==> config.mk <==
export PLATFORM = sky130hd
export DESIGN_NAME = mem_arbiter
export DESIGN_NICKNAME = d
export VERILOG_FILES = /design/src/rtl/mem_arbiter_pkg.sv /design/src/rtl/mem_arbiter_rd_latency_pipe.sv /design/src/rtl/mem_arbiter.sv
export SDC_FILE = /design/constraint.sdc
export NUM_CORES = 1
export LEC_CHECK = 0
export CORE_AREA = 2 2 133 135
export CTS_CLUSTER_SIZE = 20
export DETAILED_ROUTE_END_ITERATION = 7
export DIE_AREA = 0 0 135 137
export GPL_ROUTABILITY_DRIVEN = 0
export PLACE_DENSITY = 0.66
export SYNTH_ARGS = -nofsm -noshare
export SYNTH_HDL_FRONTEND = slang
export SYNTH_HIERARCHICAL = 1
export SYNTH_SLANG_ARGS = --single-unit
==> constraint.sdc <==
create_clock -name clk -period 2.9 [get_ports clk]
set_clock_uncertainty 0.15 [all_clocks]
set_input_delay 0.435 -clock clk [delete_from_list [all_inputs] [get_ports clk]]
set_output_delay 0.435 -clock clk [all_outputs]
set_load 0.05 [all_outputs]
==> src/rtl/mem_arbiter_pkg.sv <==
// Shared types and helpers for the unified-memory arbiter: FSM states, requester tags,
// load/store size encodings and the access alignment check.
package mem_arbiter_pkg;

  typedef enum logic [1:0] {
    BOOT    = 2'd0,
    IDLE    = 2'd1,
    RD_WAIT = 2'd2
  } arb_state_t;

  typedef enum logic [1:0] {
    REQ_NONE  = 2'd0,
    REQ_FETCH = 2'd1,
    REQ_DATA  = 2'd2
  } req_id_t;

  typedef enum logic [2:0] {
    F3_BYTE  = 3'b000,
    F3_HALF  = 3'b001,
    F3_WORD  = 3'b010,
    F3_BYTEU = 3'b100,
    F3_HALFU = 3'b101
  } funct3_t;

  localparam funct3_t LOAD_STORE_FNS [5] = '{F3_BYTE, F3_HALF, F3_WORD, F3_BYTEU, F3_HALFU};

  localparam logic [31:0] OUTPORT_ADDR = 32'hFFFF_FFFC;

  // An unknown size encoding is rejected like a misaligned access so it never reaches memory.
  function automatic logic access_err(input logic [2:0] f3, input logic [1:0] addr_lo);
    logic legal;
    legal = 1'b0;
    for (int i = 0; i < 5; i++) begin
      if (f3 == LOAD_STORE_FNS[i]) begin
        legal = 1'b1;
      end else begin
        legal = legal;
      end
    end
    case (f3[1:0])
      2'b00:   access_err = !legal;
      2'b01:   access_err = !legal || addr_lo[0];
      default: access_err = !legal || (addr_lo != 2'b00);
    endcase
  endfunction

endpackage

==> src/rtl/mem_arbiter_rd_latency_pipe.sv <==
// Tracks the single in-flight read: a valid bit plus owner tag delayed by the memory
// read latency, so the tag pops out in the cycle mem_rd_data is valid.
module rd_latency_pipe
  import mem_arbiter_pkg::*;
#(
  parameter int RD_LAT = 1
) (
  input  logic    clk,
  input  logic    rst,
  input  logic    in_valid,
  input  req_id_t in_id,
  output logic    out_valid,
  output req_id_t out_id
);

  logic [RD_LAT-1:0] valid_r;
  req_id_t           id_r [RD_LAT];

  // Shift register; reset drops any read in flight
  always_ff @(posedge clk or negedge rst) begin
    if (!rst) begin
      valid_r <= {RD_LAT{1'b0}};
      for (int i = 0; i < RD_LAT; i++) begin
        id_r[i] <= REQ_NONE;
      end
    end else begin
      valid_r[0] <= in_valid;
      id_r[0]    <= in_valid ? in_id : REQ_NONE;
      for (int i = 1; i < RD_LAT; i++) begin
        valid_r[i] <= valid_r[i-1];
        id_r[i]    <= id_r[i-1];
      end
    end
  end

  assign out_valid = valid_r[RD_LAT-1];
  assign out_id    = id_r[RD_LAT-1];

endmodule

==> src/rtl/mem_arbiter.sv <==
// Unified-memory arbiter: flash-only boot phase, then data/fetch arbitration with a
// fetch starvation guard and a single read in flight.
module mem_arbiter
  import mem_arbiter_pkg::*;
#(
  parameter int WIDTH      = 32,
  parameter int RD_LAT     = 1,
  parameter int STARVE_MAX = 4
) (
  input  logic             clk,
  input  logic             rst,
  input  logic             fl_req,
  input  logic [WIDTH-1:0] fl_addr,
  input  logic [WIDTH-1:0] fl_data,
  input  logic             fl_done,
  input  logic             if_req,
  input  logic [WIDTH-1:0] if_addr,
  output logic             if_gnt,
  output logic             if_rvalid,
  output logic [WIDTH-1:0] if_rdata,
  output logic             if_err,
  input  logic             d_req,
  input  logic             d_we,
  input  logic [WIDTH-1:0] d_addr,
  input  logic [WIDTH-1:0] d_wdata,
  input  logic [2:0]       d_funct3,
  output logic             d_gnt,
  output logic             d_rvalid,
  output logic [WIDTH-1:0] d_rdata,
  output logic             d_err,
  output logic             boot_busy,
  output logic [WIDTH-1:0] mem_addr,
  output logic             mem_wren,
  output logic [WIDTH-1:0] mem_wr_data,
  output logic [2:0]       mem_funct3,
  output logic             mem_flash_en,
  input  logic [WIDTH-1:0] mem_rd_data
);

  localparam int CNT_W = $clog2(STARVE_MAX + 1);

  arb_state_t       state_r;
  arb_state_t       state_nxt_s;
  logic [CNT_W-1:0] starve_cnt_r;
  logic [WIDTH-1:0] hold_addr_r;
  logic [2:0]       hold_f3_r;

  logic    arb_en_s;
  logic    fetch_pick_s;
  logic    d_gnt_s;
  logic    if_gnt_s;
  logic    d_err_s;
  logic    if_err_s;
  logic    rd_issue_s;
  req_id_t rd_id_s;
  logic    pipe_valid_s;
  req_id_t pipe_id_s;

  // The rvalid cycle of a read doubles as an arbitration cycle.
  assign arb_en_s     = (state_r == IDLE) || ((state_r == RD_WAIT) && pipe_valid_s);
  assign fetch_pick_s = if_req && (!d_req || (starve_cnt_r == CNT_W'(STARVE_MAX)));
  assign d_gnt_s      = arb_en_s && d_req && !fetch_pick_s;
  assign if_gnt_s     = arb_en_s && fetch_pick_s;
  assign d_err_s      = d_gnt_s && access_err(d_funct3, d_addr[1:0]);
  assign if_err_s     = if_gnt_s && (if_addr[1:0] != 2'b00);
  assign rd_issue_s   = (d_gnt_s && !d_we && !d_err_s) || (if_gnt_s && !if_err_s);
  assign rd_id_s      = if_gnt_s ? REQ_FETCH : REQ_DATA;

  rd_latency_pipe #(.RD_LAT(RD_LAT)) u_pipe (
    .clk       (clk),
    .rst       (rst),
    .in_valid  (rd_issue_s),
    .in_id     (rd_id_s),
    .out_valid (pipe_valid_s),
    .out_id    (pipe_id_s)
  );

  // State register, starvation counter and read address/size hold
  always_ff @(posedge clk or negedge rst) begin
    if (!rst) begin
      state_r      <= BOOT;
      starve_cnt_r <= {CNT_W{1'b0}};
      hold_addr_r  <= {WIDTH{1'b0}};
      hold_f3_r    <= 3'b000;
    end else begin
      state_r <= state_nxt_s;
      if (if_gnt_s || !if_req) begin
        starve_cnt_r <= {CNT_W{1'b0}};
      end else if (d_gnt_s && (starve_cnt_r < CNT_W'(STARVE_MAX))) begin
        starve_cnt_r <= starve_cnt_r + CNT_W'(1);
      end else begin
        starve_cnt_r <= starve_cnt_r;
      end
      if (rd_issue_s) begin
        hold_addr_r <= if_gnt_s ? if_addr : d_addr;
        hold_f3_r   <= if_gnt_s ? 3'(F3_WORD) : d_funct3;
      end else begin
        hold_addr_r <= hold_addr_r;
        hold_f3_r   <= hold_f3_r;
      end
    end
  end

  // Next-state logic
  always_comb begin
    state_nxt_s = state_r;
    case (state_r)
      BOOT:    state_nxt_s = fl_done ? IDLE : BOOT;
      IDLE:    state_nxt_s = rd_issue_s ? RD_WAIT : IDLE;
      RD_WAIT: begin
        if (pipe_valid_s) begin
          state_nxt_s = rd_issue_s ? RD_WAIT : IDLE;
        end else begin
          state_nxt_s = RD_WAIT;
        end
      end
      default: state_nxt_s = BOOT;
    endcase
  end

  // Memory-side drive: flash in BOOT, the granted requester, else the held read
  always_comb begin
    mem_addr     = {WIDTH{1'b0}};
    mem_wr_data  = {WIDTH{1'b0}};
    mem_funct3   = 3'b000;
    mem_wren     = 1'b0;
    mem_flash_en = 1'b0;
    case (state_r)
      BOOT: begin
        if (fl_req) begin
          mem_flash_en = 1'b1;
          mem_addr     = fl_addr;
          mem_wr_data  = fl_data;
          mem_funct3   = 3'(F3_WORD);
        end else begin
          mem_flash_en = 1'b0;
        end
      end
      IDLE, RD_WAIT: begin
        if (d_gnt_s && !d_err_s) begin
          mem_addr    = d_addr;
          mem_funct3  = d_funct3;
          mem_wren    = d_we;
          mem_wr_data = d_we ? d_wdata : {WIDTH{1'b0}};
        end else if (if_gnt_s && !if_err_s) begin
          mem_addr   = if_addr;
          mem_funct3 = 3'(F3_WORD);
        end else if (state_r == RD_WAIT) begin
          mem_addr   = hold_addr_r;
          mem_funct3 = hold_f3_r;
        end else begin
          mem_addr = {WIDTH{1'b0}};
        end
      end
      default: mem_wren = 1'b0;
    endcase
  end

  assign boot_busy = (state_r == BOOT);
  assign d_gnt     = d_gnt_s;
  assign if_gnt    = if_gnt_s;
  assign d_err     = d_err_s;
  assign if_err    = if_err_s;
  assign d_rvalid  = pipe_valid_s && (pipe_id_s == REQ_DATA);
  assign if_rvalid = pipe_valid_s && (pipe_id_s == REQ_FETCH);
  assign d_rdata   = d_rvalid ? mem_rd_data : {WIDTH{1'b0}};
  assign if_rdata  = if_rvalid ? mem_rd_data : {WIDTH{1'b0}};

endmodule
# == Word level (Yosys, flattened, before mapping) ==
# Cells that the tools add are included.
# Widths: inputs -> output; s select.
# totals
output_inout_bits,140
register_bits,43
memories,0
inputBits,202
latchBits,0
rom_bits,0
ramBits,0
# classes
bitwise_logic,0
n_mux,36
multipliers,0
n_addsub,1
n_div,0
n_shift,0
reduce_logical,34
n_eq_ne,10
order_cmp,1
# ops
op,count
$mux 32,10
$pmux 32 s2,2
$mux 3,6
$logic_and 1x1->1,14
$mux 1,10
$mux 2,5
$eq 3x3->1 const B,3
$logic_not 1->1,7
$eq 2x1->1 const B,3
$logic_or 1x1->1,6
$pmux 2 s3,1
$pmux 3 s2,1
$reduce_bool 2->1,3
$eq 2x2->1 const B,2
$logic_not 2->1,2
$add 3x1->3 const B,1
$eq 3x1->1 const B,1
$eq 3x2->1 const B,1
$logic_not 3->1,1
$lt 3x3->1 const B,1
$pmux 1 s2,1
$reduce_or 2->1,1

# == Depth between registers and ports, before layout ==
# depth
ltp_word,16
mapped_depth,9

# == By module ==
# The synthesis kept the hierarchy.
# modules_own_cells
module,seq_area_each_um2,cells_each,instances,area_per_inst_um2
mem_arbiter,1001.0,549,1,4515.6
rd_latency_pipe,75.1,5,1,87.6

# == Worst setup path after synthesis ==
# Ideal clock, no wire load.
# synth_timing
path_kind,register -> output
startpoint,reg state_r[0]
endpoint,out mem_addr[13]
slack_ns,-0.734
t_arrival_ns,3.049
path_buffers,2
path_stages_with_launch,9
required_time_ns,2.315
path_cell_list,dfrtp_1 inv_1 ha_1 a21oi_1 a2111o_1 clkbuf_1 clkbuf_1 o21ai_0 a221oi_1
# synth_via
elab_chain_cells,10
word_cells_on_any_way,19
classes_between,eq/ne (2); mux (4); reduce/logical (13)
# synth_rtl
item,line,source
"start, declared",mem_arbiter.sv:42,arb_state_t state_r;
"start signal, assigned",mem_arbiter.sv:86,state_r <= state_nxt_s;
$eq 2x2->1,"mem_arbiter.sv:60, mem_arbiter.sv:128, mem_arbiter.sv:148",
$logic_and 1x1->1,mem_arbiter.sv:60,assign arb_en_s = (state_r == IDLE) || ((state_r == RD_WAIT) && pipe_valid_s);
$logic_or 1x1->1,mem_arbiter.sv:60,
"$logic_and 1x1->1, on equally long branches","mem_arbiter.sv:63, mem_arbiter.sv:62",
"$logic_and 1x1->1, on equally long branches","mem_arbiter.sv:65, mem_arbiter.sv:62",
$logic_not 1->1 / $logic_and 1x1->1 (equally long branches),"mem_arbiter.sv:145, mem_arbiter.sv:64",
$logic_and 1x1->1 / $logic_not 1->1 (equally long branches),"mem_arbiter.sv:145, mem_arbiter.sv:140",
$mux 32 / $logic_and 1x1->1 (equally long branches),"mem_arbiter.sv:145, mem_arbiter.sv:140",
$mux 32,mem_arbiter.sv:140,if (d_gnt_s && !d_err_s) begin
$pmux 32 s2 (*),mem_arbiter.sv:128,case (state_r)
"end, declared",mem_arbiter.sv:32,"output logic [WIDTH-1:0] mem_addr,"
# Every way passes the cells marked *; elsewhere a longest branch is shown, timed or not.

# == Worst setup path after layout ==
# layout_timing
startpoint,in d_addr[0]
endpoint,out mem_wr_data[25]
# layout_via
elab_chain_cells,8
word_cells_on_any_way,9
classes_between,mux (3); reduce/logical (6)
# layout_rtl
item,line,source
"start, declared",mem_arbiter.sv:24,"input logic [WIDTH-1:0] d_addr,"
$reduce_bool 2->1,mem_arbiter_pkg.sv:43,default: access_err = !legal || (addr_lo != 2'b00);
$logic_or 1x1->1,mem_arbiter_pkg.sv:43,
$pmux 1 s2 (*),mem_arbiter_pkg.sv:40,case (f3[1:0])
$logic_and 1x1->1 (*),mem_arbiter.sv:64,"assign d_err_s = d_gnt_s && access_err(d_funct3, d_addr[1:0]);"
$logic_not 1->1 (*),mem_arbiter.sv:140,
$logic_and 1x1->1 (*),mem_arbiter.sv:140,
$mux 32 (*),mem_arbiter.sv:140,
$pmux 32 s2 (*),mem_arbiter.sv:128,
"end, declared",mem_arbiter.sv:34,"output logic [WIDTH-1:0] mem_wr_data,"
# Marks and branches as above.

==> summary.md <==
| Metric | Value |
|---|---|
| Status | `finished, violations left` |
| Violated checks | `setup timing` |
| ANT cells | `0` |
| RSZ-0062 raised after global routing | `true` |
| Post-synthesis xor/xnor area fraction | `0.190%` |
| Ranking of synthesized cells by area | `dfrtp_1 (23%), and2_1 (9.2%), mux2_4 (9.1%), mux2_2 (8.8%), o21ai_0 (6.6%)` |
| Via/cell ratio | `5.23` |
| Layout cells sized above 1 | `48.5%` |
| Syn_nets | `762` |
| IO Port Bufs | `341` |
| Clock-pin slew on the worst setup and hold paths | `0.06 ns` |
| # DRC | `0` |
| Num ports | `342` |
| Slew Viols, Final | `0` |
| Final Hold Viols | `0` |
| First-pass DRT Iterations | `5` |
| Netlist Area Pre-Place | `4600 um2` |
| Worst Max-Slew Pin Slew | `0.537 ns` |
| Power Total | `9030 uW` |
| Worst-case clock buffer depth | `2` |
| Synth Flop Type | `dfrtp_1` |
| Synth Area in Adders | `1.63%` |
| Total Routing Usage GR | `25.4%` |
| Number of synthesized flops with an enable pin | `0` |
| Largest family of logic cells by synthesized area | `compound AO/OA/AOI/OAI gates` |
| Critical Path RT | `2.32 ns` |
| Crit path time final | `3.05 ns` |
| Synth Area in Simple Gates | `22.9%` |
| Synthesized instance count | `554` |
| CP arrival | `2.46 ns` |
| Post-route ant nets | `0` |
| Critical path class | `in2out` |
| Placement Setup Slack | `-0.494 ns` |
| Fraction of synthesized area in multiplexers | `18.2%` |
| Worst-Skew Late Latency | `0.28 ns` |
| Initial Utilization | `27.0%` |
| Width of the die | `135 um` |
| CP peak stage delay | `0.50 ns` |
| Worst vdd ir | `0.538 mV` |
| Period utilization | `105%` |
| Compound-gate portion of the synthesized area | `27.0%` |
| CP max stage cell | `or4_4` |
| Seq/Total Area, Yosys | `23.4%` |
| CTS tree | `done` |
| Max frequency | `328 MHz` |
| Max Fanout on Critical Path | `4` |
| P_leak | `0.00505 uW` |
| Vias in the first global route | `6390` |
| Number of max-cap violations | `0` |
| Routed len/inst | `21.9 um` |
| Clock Sinks | `43` |
| Synth top area share | `23.4%` |
| CP cell instances | `buf_2 -> or4_4 -> buf_6 -> a2111oi_4 -> buf_4 -> buf_8 -> clkbuf_16 -> a32oi_4 -> nor2_4 -> buf_12` |
| First-pass GRT wire length | `36500 um` |
| Syn avg cell area | `8.31 um2` |
| GR Overflow Total | `0` |
| Root Driver | `clkbuf_16` |
| Total die area | `18500 um2` |
| Hold Path Class | `in2reg` |
| Drt initial violations | `291` |
| Synthesized flop and latch total | `43` |
| NumNets Final | `1152` |
| Drt total wl | `25700 um` |
| Synth cell types | `41` |
| Die Y | `137 um` |
| Htree depth | `2` |
| Area Overhead vs Synth | `157%` |
| Pin count of the biggest net entering global routing | `37` |
| Slew margin rel. | `64.1%` |
| Setup WS post-layout | `-0.147 ns` |
| WHS | `0.339 ns` |
| Core area | `17100 um2` |
| Setup crit end kind | `output port` |
| FFs w/ async S/R, synth | `100%` |
| Num rows | `48` |
| Cts bufs inserted | `5` |
| Pwr/cell area | `762 nW/um2` |
| Initial antenna violation count | `1` |
| Post-synth top area cell | `dfrtp_1` |
| Count of final setup violators | `67` |
| HPWL Detailed | `16400 um` |
| CP Launch Type | `primary input` |
| Total number of vias | `6115` |
| Synth warnings | `6` |
[layout by cell type (no fill, tap or decap), drive strengths merged, types with 3 or more instances in the layout]
master         synthesis  final
a21boi                30     30
a21o                   3      3
a21oi                  6      6
a221oi                30     30
a32oi                 32     32
and2                  68     68
and3                  35     35
buf                   10    235
clkbuf                46     10
clkdlybuf4s50          0    195
dfrtp                 43     43
ha                     6      6
inv                    7      7
mux2                  64     64
nand2                 40     40
nand3                 11     11
nor2                  40     40
o21ai                 61     61
[through the flow]
stage	utilization (%)	setup TNS (ns)	cells	cell area (um2)
finish	69.4	-6.57	1169	11800
global placement	60.1	-31.79	1128	10300
floorplan	-	-0.213	554	5380
detailed placement	60.1	-34.88	1128	10300
global route	69.4	-9.37	1169	11800
CTS	65.4	-3.03	1160	11200
[what timing repair did]
item                                    4_1_cts  5_1_grt
endpoints found under the hold margin        14        0
hold buffers                                  1        0
gates cloned                                 11        5
setup buffers                                17       10
pin swaps                                    19       88
gates resized for setup                     114       97
endpoints found under the setup margin       69       67
[logic make-up after synthesis]
| group | after synthesis |
|---|---|
| xor gates and xnor gates | 1 |
| DFF | 43 |
| buffers and inverters | 65 |
| adders and majority gates | 6 |
| and+or+nand+nor | 202 |
| muxes | 65 |
| AOI/OAI and AO/OA | 172 |
[final timing paths]
path	slack (ns)	depth (start not counted)	start	to
max in group asynchronous	1.38	3	rst	hold_addr_r[8]
min in group asynchronous	0.46	2	rst	hold_addr_r[24]
worst max-delay path	-0.15	10	d_addr[0]	mem_wr_data[25]
worst max register to register	0.39	8	state_r[0]	hold_addr_r[7]
worst min register to register	0.36	1	hold_addr_r[14]	hold_addr_r[14]
worst min-delay path	0.34	3	d_funct3[2]	hold_f3_r[2]
[registers in the layout, summed over array words and instances, names as in the netlist]
name and count:
hold_f3_r 3, starve_cnt_r 3, u_pipe/out_id 2, state_r 2, hold_addr_r 32, u_pipe/out_valid 1
[Yosys cell counts, types with 2 or more instances]
library cell,n
a2111o_1,2
a21boi_0,30
a21oi_1,6
a221oi_1,30
a32oi_1,32
and2_1,68
and3_1,35
buf_1,2
buf_12,3
buf_2,5
clkbuf_1,46
dfrtp_1,43
ha_1,6
inv_1,7
mux2_2,36
mux2_4,28
nand2_1,40
nand2b_1,2
nand3_1,11
nor2_1,40
nor3_1,2
o21ai_0,61
[power by group]
group	leakage [uW]	internal, uW	switching, uW
combinational	0.00445	3480	3860
sequential	0.000526	870	169
clock	0.0000759	402	249
[layer usage]
| metal | GRT usage (%) | wire [um] | vias to the layer above |
|---|---|---|---|
| met4 | 6.60 | 610 | 2 |
| met3 | 6.00 | 2180 | 41 |
| met1 | 29.4 | 9300 | 2921 |
| met5 | 0 | 10 | - |
| li1 | - | - | 2846 |
| met2 | 46.9 | 13500 | 305 |
[layout make-up]
class / instances / area, um2
Tap cell: 225 / 282
Sequential cell: 43 / 1080
Timing Repair Buffer: 439 / 5530
Multi-Input combinational cell: 446 / 4740
Clock buffer: 5 / 125
Clock inverter: 2 / 37.5
Fill cell: 1239 / 5220
Inverter: 9 / 51.3
[worst max-delay path, delay by kind of cell]
family | cells | cell delay, ns
buffers and inverters | 6 | 0.92
AND/OR/NAND/NOR | 2 | 0.65
AO/OA/AOI/OAI | 2 | 0.46
(Power assumes the default switching activity.)
==> RTL edit 1: new RTL, same settings <==
Re-encode `arb_state_t` (3 states) as one-hot, 3 bits wide.
--- a/src/rtl/mem_arbiter_pkg.sv
+++ b/src/rtl/mem_arbiter_pkg.sv
@@ -4,6 +4,6 @@
 
-  typedef enum logic [1:0] {
-    BOOT    = 2'd0,
-    IDLE    = 2'd1,
-    RD_WAIT = 2'd2
+  typedef enum logic [2:0] {
+    BOOT    = 3'b001,
+    IDLE    = 3'b010,
+    RD_WAIT = 3'b100
   } arb_state_t;
Formal check against the unedited RTL: same outputs for any inputs over 10 cycles, from zero or initial values and one cycle with rst low; not proved beyond that.
==> RTL edit 1 against the unedited design <==
  * Global-route usage down 1.3 points
  * Critical path type unchanged
  * Wire length down 3.8%
  * The flow still finishes with violations (setup timing)
  * Cell area down 8.3%
  * Count of clock-buffer cells in the layout unchanged
  * Setup slack better by 17 ps
  * Die area unchanged
  * Sequential cell count up 1
  * Area after synthesis down 3.8%
  * Via count down 4.6%
  * Critical path depth down 2
  * Highest routed layer unchanged
Power is not compared: it rests on default switching activity, and its combinational part moved more than twofold at a synthesized area within 25%.
==> RTL edit 1: results (changes against the unedited design) <==
Power
  – Net load switching power: 2.255 mW
  – Worst VDD drop: 0.4070 mV
  – Static leakage: 4.662 nW

Min path
  – Worst hold path type: in -> async (was in -> reg)

Drt
  – Initial detailed-routing violation count: 229 (was 291)
  – Per-cell routed wire length: 22.22 um (was 21.94 um)
  – Met3 WL: 1775 um (was 2179 um)
  – Met2 wire len: 12830 um (was 13550 um)
  – Top routing layer used: met5 (unchanged)
  – Metal-1 WL: 9609 um (was 9301 um)
  – Pre-Repair DR Iteration Count: 4 (was 5)
  – Vias per std cell: 5.251 (was 5.231)

Global routing
  – Met1 GRT Util: 0.2916 (was 0.2937)
  – First-pass GRT wire length: 34270 um (was 36450 um)
  – M2 GR Usage: 0.4329 (was 0.4690)
  – Largest net degree at the start of global routing: 45 (was 37)
  – M3 GR Usage: 0.05111 (was 0.06000)
  – Vias in the first global route: 5855 (was 6390)
  – All-Layer GR Usage: 0.2410 (was 0.2538)
  – Initial antenna violation count: 3 (was 1)

Cells and area
  – Nets: 1088 (was 1152)
  – Most flops, register: hold_addr_r (unchanged)
  – Fillers: 1326 (was 1239)
  – Share of layout cells above drive strength 1: 0.3989 (was 0.4852)

Clocking
  – Total CTS buffers: 5 (unchanged)
  – Clk_lat worst skew: 280 ps (about the same)
  – Clk buf depth: 2 (unchanged)
  – Clock-pin slew on the worst setup and hold paths: 70 ps
  – Root Buffer: clkbuf_16 (unchanged)
  – CTS H-Tree Depth: 2 (unchanged)

Run status
  – Outcome: finished, violations left (unchanged)
  – Failing checks: setup timing (unchanged)

Worst setup path
  – CP delay by family, top: simple AND/OR/NAND/NOR gates (was buffers and inverters)
  – Crit-path max FO: 7 (was 4)
  – Slowest cell delay on critical path: 540 ps (was 500 ps)
  – Reg2reg path depth: 8 (unchanged)
  – Slowest stage cell, crit path: or4_4 (unchanged)

Synthesis
  – Synth cell count leaders: and2_1, dfrtp_1, mux2_2, clkbuf_1, a22o_1 (was and2_1, o21ai_0, clkbuf_1, dfrtp_1)
  – Top post-synthesis cells by area: dfrtp_1, mux2_2, and2_1 (was dfrtp_1, and2_1, mux2_4)
  – Synthesis Warnings: 6 (unchanged)
  – Yosys cell types: 53 (was 41)
  – Ys flop type: dfrtp_1 (unchanged)
  – Syn_nets: 715 (was 762)
  – Seq/Total Area, Yosys: 0.2489 (was 0.2338)
  – Fraction of synthesis flops using an asynchronous set or reset pin: 1.000 (unchanged)

Placement
  – IO buf count: 341 (unchanged)
  – Pre-CTS setup slack: -392.4 ps (was -493.7 ps)
  – Hpwl dp: 17120 um (was 16440 um)

STA
  – Setup violators final: 33 (was 67)
  – Slack of the critical path: -129.7 ps (was -146.9 ps)
  – Worst-Margin Slew: 1056 ps (was 537.3 ps)
-- RTL edit 1: changes by cell type in the layout (fill, tap and decap cells not counted), moves of 14 or more --
cell            before  now
a32oi_4             23    0
nor2_4              26    0
a22o_4               0   28
buf_4               88   62
mux2_4              28    0
a221oi_4            29    0
buf_6               25   11
a22oi_2              0   23
o21ai_1             20    2
o31ai_4              0   20
dlymetal6s2s_1       0   22
a21boi_0            27    0
a32oi_1              2   18
-- RTL edit 1: cell type report --
class	instances	area, sq um	area share
antenna	1	2.502	0.0002304
clock buffer	5	125.1	0.01152
clock inverter	3	90.09	0.008296
inverter	17	68.82	0.006337
multi-input combinational	399	3835	0.3532
sequential	44	1104	0.1016
tap	225	281.5	0.02592
timing repair buffer	417	5353	0.4929
-- RTL edit 1: what timing repair did --
item	in CTS	in global routing
resized for setup	96	66
cloned	5	7
setup endpoints to repair	68	80
pin swaps	28	13
setup buffers	7	5
-- RTL edit 1: cell families after synthesis --
group | count (synthesis) | synth area share
multiplexers | 64 | 0.1588
adder cells (fa/ha/maj) | 2 | 0.005650
AND/OR/NAND/NOR | 148 | 0.1961
AO/OA/AOI/OAI | 184 | 0.3230
flip-flops | 44 | 0.2489
buffers and inverters | 69 | 0.06753
-- RTL edit 1: power groups by stage --
| stage | Sequential (mW) | Combinational, mW | Clock, mW |
|---|---|---|---|
| final | 0.990 | 3.57 | 0.840 |
| after floorplan | 0.945 | 1.66 | 0 |
| after detailed placement | 0.988 | 3.04 | 0 |
| after global placement | 0.985 | 3.02 | 0 |
| after global routing | 1.02 | 3.74 | 0.874 |
| after CTS | 0.987 | 3.32 | 0.851 |
-- RTL edit 1: per-stage QoR --
| stage | cell area, sq um | setup TNS [ps] | std cells | total power, mW |
|---|---|---|---|---|
| floorplan | 4638 | -40.10 | 511 | 2.606 |
| global placement | 9535 | -24970 | 1078 | 4.004 |
| detailed placement | 9535 | -25310 | 1078 | 4.029 |
| CTS | 10360 | -1481 | 1098 | 5.159 |
| global route | 10860 | -3088 | 1111 | 5.629 |
| finish | 10860 | -1563 | 1111 | 5.405 |
-- RTL edit 1: path summary, 6_finish.rpt --
kind | slack [ps] | endpoint | from
max in group asynchronous | 1690 | state_r[1]$_DFF_PN0_ | rst
setup reg to reg | 240 | hold_addr_r[6]$_DFFE_PN0P_ | state_r[1]$_DFF_PN0_
hold reg to reg | 340 | hold_addr_r[8]$_DFFE_PN0P_ | hold_addr_r[8]$_DFFE_PN0P_
hold / removal | 190 | hold_addr_r[8]$_DFFE_PN0P_ | rst
setup / recovery | -130 | mem_addr[3] | d_funct3[0]
min in group clk | 340 | hold_f3_r[0]$_DFFE_PN0P_ | d_funct3[0]
==> RTL edit 2: new RTL, same flow settings <==
Without the edit above. `RD_LAT` is set to 1 in 2 places; all go to 2.
--- a/src/rtl/mem_arbiter_rd_latency_pipe.sv
+++ b/src/rtl/mem_arbiter_rd_latency_pipe.sv
@@ -5,3 +5,3 @@
 #(
-  parameter int RD_LAT = 1
+  parameter int RD_LAT = 2
 ) (
--- a/src/rtl/mem_arbiter.sv
+++ b/src/rtl/mem_arbiter.sv
@@ -6,3 +6,3 @@
   parameter int WIDTH      = 32,
-  parameter int RD_LAT     = 1,
+  parameter int RD_LAT     = 2,
   parameter int STARVE_MAX = 4
Check against the original RTL: not equivalent (a bounded check fails within 4 cycles, from zero or initial values and one cycle with rst low).
==> RTL edit 2 against the unedited design <==
  * Setup slack worse by 110 ps
  * Area after synthesis grew 2.0%
  * Highest routed layer is now met4
  * Sequential share of layout area rose by 1.1 points
  * The flow still finishes with violations (setup timing)
  * Non-clock buffer count is 11 lower
  * First-iteration DRC count is 21% higher
  * Wire length fell by 4.8%
  * Sequential cell count increased by 3
  * Largest cell class unchanged
  * Combinational power fell by 6.5%
  * Cell area is 4.2% lower
  * Via count decreased by 1.3%
  * Total power fell by 5.6%
  * Die area stayed put
  * Register-to-register slack improved by 20 ps
  * Count of clock-buffer cells in the layout increased by 1
==> RTL edit 2: results (changes against the unedited design) <==
Run status
  – Outcome: finished, violations left (unchanged)
  – Failing checks: setup timing (unchanged)

Min path
  – Worst hold path type: in -> async (was in -> reg)

Worst setup path
  – Crit-path max FO: 6 (was 4)
  – CP startpoint: d_addr[1] (was d_addr[0])
  – Reg2reg setup slack: 410 ps (was 390 ps)
  – Capture point of the critical path: mem_addr[25] (was mem_wr_data[25])
  – Worst Path Arrival: 2570 ps (was 2460 ps)
  – Reg2reg path depth: 8 (unchanged)
  – RR Endpoint: hold_addr_r[17]$_DFFE_PN0P_ (was hold_addr_r[7]$_DFFE_PN0P_)

STA
  – Slack of the critical path: -256.2 ps (was -146.9 ps)
  – Worst-Margin Slew: 630.5 ps (was 537.3 ps)
  – Setup violators final: 68 (was 67)

Cells and area
  – Seq_cells: 46 (was 43)
  – Buffers outside the clock class: 428 (was 439)
  – Area of the multi-input gates: 4549 sq um (was 4741 sq um)
  – Biggest regs: hold_addr_r: 32 flops, hold_f3_r: 3 flops, starve_cnt_r: 3 flops (unchanged)
  – CLK BUF: 6 (was 5)
  – Register Area: 1151 sq um (was 1077 sq um)
  – Share of layout cells above drive strength 1: 0.4696 (was 0.4852)
  – Layout non-clock buf frac: 0.4558 (was 0.4668)
  – Fillers: 1308 (was 1239)
  – Nets: 1144 (was 1152)
  – #MultiIn Comb: 446 (unchanged)
  – Clock-cell share: 0.01258 (was 0.01374)

Synthesis
  – Synth cell count leaders: and2_1, o21ai_0, clkbuf_1, dfrtp_1 (unchanged)
  – Seq/Total Area, Yosys: 0.2453 (was 0.2338)
  – Synthesis Warnings: 6 (unchanged)
  – Yosys cell types: 42 (was 41)
  – Top post-synthesis cells by area: dfrtp_1, and2_1, mux2_4 (unchanged)
  – Syn Area/Cell: 8.396 sq um (was 8.309 sq um)
  – Syn_nets: 767 (was 762)

Global routing
  – All-Layer GR Usage: 0.2535 (was 0.2538)
  – First-pass GRT wire length: 36380 um (was 36450 um)
  – Initial antenna violation count: 0 (was 1)
  – Vias in the first global route: 6239 (was 6390)
  – Largest net degree at the start of global routing: 47 (was 37)

Clocking
  – Total CTS buffers: 5 (unchanged)
  – CTS H-Tree Depth: 2 (unchanged)
  – PostCTS Resize Cnt: 140 (was 114)
  – Post-CTS Setup Repair Bufs: 15 (was 17)

Drt
  – Vias after detailed routing: 6038 (was 6115)
  – Pre-Repair DR Iteration Count: 4 (was 5)
  – Routed WL: 24410 um (was 25650 um)
  – Initial detailed-routing violation count: 352 (was 291)
  – Per-cell routed wire length: 21.01 um (was 21.94 um)

Placement
  – IO buf count: 341 (unchanged)
  – Hpwl dp: 17540 um (was 16440 um)

Power
  – Worst VDD drop: 0.4945 mV (was 0.5377 mV)
  – Static leakage: 4.964 nW (was 5.049 nW)
## RTL edit 2: cell types whose count changed in the layout (fill, tap and decap cells not counted), sizes merged
cell and change:
buf -6, dfrtp +3, clkinvlp -1, clkdlybuf4s50 +2
clkbuf -2, inv +1, bufinv -1, clkinv +1
dlygate4sd3 -1, dlygate4sd2 -2, bufbuf -1
## RTL edit 2: worst max-delay path: stages
cell	delay, ps
buf_8	90
or4_4	560
buf_6	140
a2111o_2	590
clkbuf_16	220
buf_12	130
o21ai_4	130
a221oi_4	80
buf_6	180
## RTL edit 2: metrics by stage
| step | hold slack (ps) | instance area, sq um | setup slack [ps] | power (mW) | setup TNS, ps |
|---|---|---|---|---|---|
| after floorplan | -10.59 | 5474 | -197.0 | 4.713 | -213.1 |
| after global placement | 182.2 | 10260 | -455.8 | 7.225 | -35260 |
| after detailed placement | 187.9 | 10260 | -472.3 | 7.292 | -36380 |
| after CTS | 130.0 | 11170 | -253.6 | 8.379 | -11780 |
| after global routing | 155.8 | 11340 | -312.1 | 8.899 | -15040 |
| final | 93.43 | 11340 | -256.2 | 8.520 | -11660 |
## RTL edit 2: kinds of logic (layout without fill, tap and decap cells)
kind of cell    after synthesis  count (layout)  synth area share
xor+xnor                      1               1          0.001867
fa+ha+maj                     6               6           0.01600
buf+inv                      67             445           0.06958
flops                        46              46            0.2453
simple gates                202             202            0.2242
compound gates              172             172            0.2650
mux                          65              65            0.1781
## RTL edit 2: how the worst min path moves through the flow
stage / startpoint / end / slack, ps / cells past startpoint
6_report: rst / hold_addr_r[27]$_DFFE_PN0P_ / 90 / 2
5_1_grt: rst / hold_addr_r[27]$_DFFE_PN0P_ / 160 / 2
4_1_cts: rst / hold_addr_r[27]$_DFFE_PN0P_ / 130 / 2
3_5_place_dp: u_pipe/id_r[3]$_DFF_PN0_ / u_pipe/out_id[1]$_DFF_PN0_ / 190 / 0
3_3_place_gp: u_pipe/valid_r[0]$_DFF_PN0_ / u_pipe/valid_r[1]$_DFF_PN0_ / 180 / 0
2_1_floorplan: rst / hold_addr_r[0]$_DFFE_PN0P_ / -10 / 0
## RTL edit 2: power breakdown
| part | total [mW] | switching [mW] | internal [mW] |
|---|---|---|---|
| Combinational | 6.86 | 3.72 | 3.14 |
| Sequential | 1.07 | 0.160 | 0.912 |
| Clock | 0.583 | 0.263 | 0.321 |
## RTL edit 2: routing by layer
metal | routed length [um] | track usage | share of wire | vias up
met2 | 12560 | 0.4563 | 0.51 | 253
met4 | 293 | 0.04977 | 0.012 | 0
met5 | 0 | 0 | 0 | -
met3 | 1553 | 0.04000 | 0.064 | 22
li1 | - | - | - | 2833
met1 | 10000 | 0.3216 | 0.41 | 2930
